$ cat config.mk
export PLATFORM = sky130hd
export DESIGN_NAME = fitness_scheduler
export DESIGN_NICKNAME = d
export VERILOG_FILES = /design/src/rtl/fitness_scheduler.sv
export SDC_FILE = /design/constraint.sdc
export NUM_CORES = 1
export LEC_CHECK = 0
export ABC_AREA = 1
export BUFFER_PORTS_ARGS = -buffer_cell sky130_fd_sc_hd__buf_2
export CAP_MARGIN = 20
export CORE_UTILIZATION = 52
export CTS_BUF_LIST = sky130_fd_sc_hd__clkbuf_16
export CTS_CLUSTER_DIAMETER = 50
export DETAILED_ROUTE_END_ITERATION = 8
export PLACE_DENSITY = 0.8
export SLEW_MARGIN = 20
export SYNTH_ARGS = -nofsm -noshare
export SYNTH_HDL_FRONTEND = slang
export SYNTH_SLANG_ARGS = --single-unit
$ cat constraint.sdc
create_clock -name clk -period 2.2 [get_ports clk]
set_input_delay 0.22 -clock clk [delete_from_list [all_inputs] [get_ports clk]]
set_output_delay 0.22 -clock clk [all_outputs]
set_load 0.005 [all_outputs]
$ cat src/rtl/fitness_scheduler.sv
// Streams a population through two fitness lanes, one even/odd pair per cycle.
// Writes every pair's fitness back and keeps the best member of the latest run.
module fitness_scheduler #(
  parameter  int POP_SIZE = 16,
  parameter  int FF_LAT   = 2,
  localparam int AW       = $clog2(POP_SIZE),
  localparam int PW       = (POP_SIZE / 2 > 1) ? $clog2(POP_SIZE / 2) : 1
) (
  input  logic                 clk,
  input  logic                 rst_n,
  input  logic                 start,
  output logic                 busy,
  output logic                 done,
  output logic [AW-1:0]        pop_addr1,
  output logic [AW-1:0]        pop_addr2,
  input  logic signed [7:0]    pop_rdata1,
  input  logic signed [7:0]    pop_rdata2,
  output logic signed [7:0]    chrom1,
  output logic signed [7:0]    chrom2,
  input  logic signed [26:0]   fitness1,
  input  logic signed [26:0]   fitness2,
  output logic                 fit_we,
  output logic [PW-1:0]        fit_waddr,
  output logic signed [26:0]   fit_wdata1,
  output logic signed [26:0]   fit_wdata2,
  output logic                 best_valid,
  output logic [AW-1:0]        best_index,
  output logic signed [7:0]    best_chrom,
  output logic signed [26:0]   best_fitness
);

  localparam int DEPTH = FF_LAT + 2;
  localparam int SAMP  = FF_LAT + 1;
  localparam logic [PW-1:0] LAST_PAIR = PW'(POP_SIZE / 2 - 1);

  typedef enum logic [1:0] {IDLE, ISSUE, DRAIN, DONE} state_t;

  state_t                 state_reg, state_next;
  logic                   issue;
  logic [PW-1:0]          pair_reg;
  logic [DEPTH-1:0]       vld_reg;
  logic [PW-1:0]          idx_reg [DEPTH];
  logic signed [7:0]      c1_reg  [1:DEPTH-1];
  logic signed [7:0]      c2_reg  [1:DEPTH-1];
  logic signed [7:0]      chrom1_reg, chrom2_reg;
  logic                   sample;
  logic                   lane2_wins;
  logic signed [26:0]     win_fit;
  logic signed [7:0]      win_chrom;
  logic [AW-1:0]          win_idx;
  logic                   best_valid_reg;
  logic [AW-1:0]          best_index_reg;
  logic signed [7:0]      best_chrom_reg;
  logic signed [26:0]     best_fitness_reg;

  always_ff @(posedge clk or negedge rst_n) begin
    if (!rst_n) state_reg <= IDLE;
    else        state_reg <= state_next;
  end

  assign sample = vld_reg[SAMP];

  always_comb begin
    state_next = state_reg;
    issue      = 1'b0;
    busy       = 1'b1;
    done       = 1'b0;
    case (state_reg)
      IDLE: begin
        busy = 1'b0;
        if (start) state_next = ISSUE;
      end
      ISSUE: begin
        issue = 1'b1;
        if (pair_reg == LAST_PAIR) state_next = DRAIN;
      end
      DRAIN: begin
        if (sample && idx_reg[SAMP] == LAST_PAIR) state_next = DONE;
      end
      DONE: begin
        done       = 1'b1;
        state_next = IDLE;
      end
      default: state_next = IDLE;
    endcase
  end

  always_ff @(posedge clk or negedge rst_n) begin
    if (!rst_n)     pair_reg <= '0;
    else if (issue) pair_reg <= (pair_reg == LAST_PAIR) ? '0 : pair_reg + 1'b1;
  end

  assign pop_addr1 = issue ? AW'({pair_reg, 1'b0}) : '0;
  assign pop_addr2 = issue ? AW'({pair_reg, 1'b1}) : '0;

  // Stage k is valid k+1 cycles after issue; chromosome copies ride along from stage 1.
  always_ff @(posedge clk or negedge rst_n) begin
    if (!rst_n) begin
      vld_reg <= '0;
      for (int i = 0; i < DEPTH; i++) idx_reg[i] <= '0;
      for (int i = 1; i < DEPTH; i++) begin
        c1_reg[i] <= '0;
        c2_reg[i] <= '0;
      end
    end else begin
      vld_reg    <= {vld_reg[DEPTH-2:0], issue};
      idx_reg[0] <= pair_reg;
      for (int i = 1; i < DEPTH; i++) idx_reg[i] <= idx_reg[i-1];
      c1_reg[1] <= pop_rdata1;
      c2_reg[1] <= pop_rdata2;
      for (int i = 2; i < DEPTH; i++) begin
        c1_reg[i] <= c1_reg[i-1];
        c2_reg[i] <= c2_reg[i-1];
      end
    end
  end

  always_ff @(posedge clk or negedge rst_n) begin
    if (!rst_n) begin
      chrom1_reg <= '0;
      chrom2_reg <= '0;
    end else if (vld_reg[0]) begin
      chrom1_reg <= pop_rdata1;
      chrom2_reg <= pop_rdata2;
    end
  end

  assign chrom1     = chrom1_reg;
  assign chrom2     = chrom2_reg;
  assign fit_we     = sample;
  assign fit_waddr  = idx_reg[SAMP];
  assign fit_wdata1 = sample ? fitness1 : '0;
  assign fit_wdata2 = sample ? fitness2 : '0;

  // Lane 1 holds the lower index, so it keeps an equal compare.
  assign lane2_wins = fitness2 > fitness1;
  assign win_fit    = lane2_wins ? fitness2 : fitness1;
  assign win_chrom  = lane2_wins ? c2_reg[SAMP] : c1_reg[SAMP];
  assign win_idx    = AW'({idx_reg[SAMP], lane2_wins});

  always_ff @(posedge clk or negedge rst_n) begin
    if (!rst_n) begin
      best_valid_reg   <= 1'b0;
      best_index_reg   <= '0;
      best_chrom_reg   <= '0;
      best_fitness_reg <= '0;
    end else if (state_reg == IDLE && start) begin
      best_valid_reg <= 1'b0;
    end else if (sample && (!best_valid_reg || win_fit > best_fitness_reg)) begin
      best_valid_reg   <= 1'b1;
      best_index_reg   <= win_idx;
      best_chrom_reg   <= win_chrom;
      best_fitness_reg <= win_fit;
    end
  end

  assign best_valid   = best_valid_reg;
  assign best_index   = best_index_reg;
  assign best_chrom   = best_chrom_reg;
  assign best_fitness = best_fitness_reg;

endmodule

==> metrics <==
status=finished, violations left; violated checks=setup timing; Tightest Pin Transition=748 ps; Antenna diodes=0; die area=13400 µm²; total CTS buffers=17; CP Capture Type=flop; initial antenna violation count=0; Crit Path Class=input port to flop; Sw Ratio=38.7%; Post-synth EDFFs=0; final setup margin=-1090 ps; Seq/Total Area, Yosys=46.5%; Leak=between 5 and 6 nW; non-filler instance count after layout=1284; Slew headroom=approximately half; WP data arrival=3640 ps; # IOs=197; DRT Wirelength=20900 µm; Levels on crit path=29; # rows=41; placed inst area=8690 µm²; clock tree sinks=125; min cycle time layout=3290 ps; gr busiest metal=met2; synthesized instance count=799; total power=12.1 mW; Synth Cell Area=6730 µm²; GRT Util Overall=28.7%; vias in the first global route=about 6200; Synth warnings=0; top achievable clock speed=304 MHz; DR iter-0 viols=599; clock group share of total power=23.1%; vias per std cell=about 5.2; GP Congestion=about 0.90; largest net degree at the start of global routing=56; CTS H-tree lvls=4; via count=6671; pwr/cell area=1180 nW/µm²; CTS tree=done; Most Frequent Cell on Critical Path=nand2_1; Routed WL per cell=about 16 µm; Starting Density=53.3%; Core Util, Final=81.1%; WHS=132 ps; GRT met2 Usage=50.7%; most frequent cells in the layout=268 x nand2_1, 184 x buf_2, 124 x dfrtp_1; Most used DFF post-synth=dfrtp_1; worst-path maximum fanout=8; final instance area=10200 µm²; Max Transition Viols Final=0; Final Hold Fails=0; Global Route met1 Usage=approximately 34%; crit start category=input port; Async S/R FF share, synth=between 90% and 100%; PortBufs=195; Final Skew=14.9 ps; Mean Syn Cell Area=8.42 µm²; RSZ-0062 raised after global routing=true; first-pass GRT wire length=29200 µm; HPWL Detailed=12900 µm; slowest stage cell, crit path=ha_1; layout cells sized above 1=42.7%; final period utilization=150%; most common cell after layout, fill and taps aside=nand2_1; placed cell count=1223; Bufs and invs on worst path=5; CTS Root Cell=clkbuf_16; drt drc=0; P&R area growth vs syn=52.1%; delay of the slowest critical-path stage=320 ps; clk slew on worst S/H paths=60 ps; die height=116 µm; grt met3 use=5.75%; clk_lat worst skew=410 ps; worst hold path depth=4; syn nets=933; Comb pwr share=46.6%; peak supply drop=951 µV; core region area=12600 µm²; Flop pwr share=30.3%; Netlist cell types=32; P_int=about 7.4 mW; Nets=1233; chip width=around 120 µm; NetSw=4.67 mW; Finish-stage setup viols=39; Largest register FFs=27; antenna viol nets, final=0; max cap viols=0; #FFs+latches synth=125; Top delay family on crit path=simple AND/OR/NAND/NOR gates; First-pass DRT Iterations=5; CP required=2550 ps; worst r2r path cells=15; clock tree buffer depth=2; grt total ovfl=0; Hold Path Class=input port to flop
## cell type report
class                      count  area, µm²
clock inverter                15        163
timing repair buffer         316       2220
sequential                   125       3130
tap                          172        215
inverter                     138        531
clock buffer                  17        425
fill                         752       2380
multi-input combinational    501       3560
## kinds of logic (layout without fill, tap and decap cells)
group / after synthesis / count (layout) / synth area share (%)
AOI/OAI and AO/OA: 33 / 33 / 2.88
adders and majority gates: 61 / 61 / 11.3
buffers and inverters: 173 / 486 / 11.2
DFF: 125 / 125 / 46.5
muxes: 18 / 18 / 3.01
other: 1 / 1 / 0.0557
and+or+nand+nor: 388 / 388 / 25.0
## routing by layer
| metal | vias up | part of all wire (%) | routed length (µm) |
|---|---|---|---|
| met1 | 3172 | 39 | 8160 |
| li1 | 3074 | - | - |
| met5 | - | 0 | 0 |
| met4 | 0 | 3.6 | 749 |
| met3 | 72 | 6.9 | 1450 |
| met2 | 353 | 50 | 10600 |
## metrics by stage
step           TNS (ps)  worst slack [ps]
6_report         -41220             -1090
3_5_place_dp     -52810             -1390
5_1_grt          -47690             -1260
4_1_cts          -32440              -867
3_3_place_gp     -50830             -1330
2_1_floorplan    -33310              -921
## cell usage after synthesis (2+ instances only)
| library cell | number | area share [%] |
|---|---|---|
| a21o_1 | 5 | 0.56 |
| a21oi_1 | 21 | 1.6 |
| buf_1 | 5 | 0.28 |
| buf_2 | 9 | 0.67 |
| buf_4 | 8 | 0.89 |
| buf_6 | 7 | 1.2 |
| clkbuf_1 | 5 | 0.28 |
| dfrtp_1 | 125 | 46 |
| ha_1 | 61 | 11 |
| inv_1 | 138 | 7.7 |
| mux2_2 | 18 | 3.0 |
| nand2_1 | 294 | 16 |
| nand2_2 | 13 | 1.2 |
| nand3_1 | 10 | 0.74 |
| nand3_2 | 2 | 0.30 |
| nand3_4 | 2 | 0.52 |
| nand4_1 | 39 | 3.6 |
| nor2_1 | 17 | 0.95 |
| nor2_2 | 3 | 0.28 |
| nor3_1 | 2 | 0.15 |
| o21ai_0 | 4 | 0.30 |
## tightest hold or removal path, cell delays in order
cell and delay [ps]:
buf_2 90, nand2_1 70, nand2_1 70, nand2_1 50
## power by group through the flow
stage	Combinational (mW)	Clock, mW	Sequential, mW
detailed placement	4.55	0	3.63
floorplan	2.79	0	3.52
global route	6.20	2.90	3.73
global placement	4.39	0	3.60
CTS	4.73	2.78	3.60
finish	5.61	2.78	3.65
## worst paths after layout
| kind | startpoint | slack [ps] | endpoint |
|---|---|---|---|
| max | fitness1[2] | -1090 | best_fitness[2] |
| max in group asynchronous | rst_n | 1160 | best_chrom[1] |
| min reg2reg | c1_reg[14] | 350 | c1_reg[6] |
| min | start | 130 | best_valid |
| min in group asynchronous | rst_n | 330 | best_fitness[20] |
| max reg2reg | best_fitness[24] | -40 | best_fitness[2] |
## repair_timing
| item | 4_1_cts | 5_1_grt |
|---|---|---|
| gates cloned | 0 | 7 |
| gates resized for setup | 17 | 95 |
| endpoints found under the setup margin | 39 | 39 |
| buffers inserted | 0 | 6 |
| pin swaps | 0 | 47 |
| hold endpoints to repair | 48 | 0 |
| hold buffers | 17 | 0 |
Note: power is estimated with default switching activity, not from simulation.
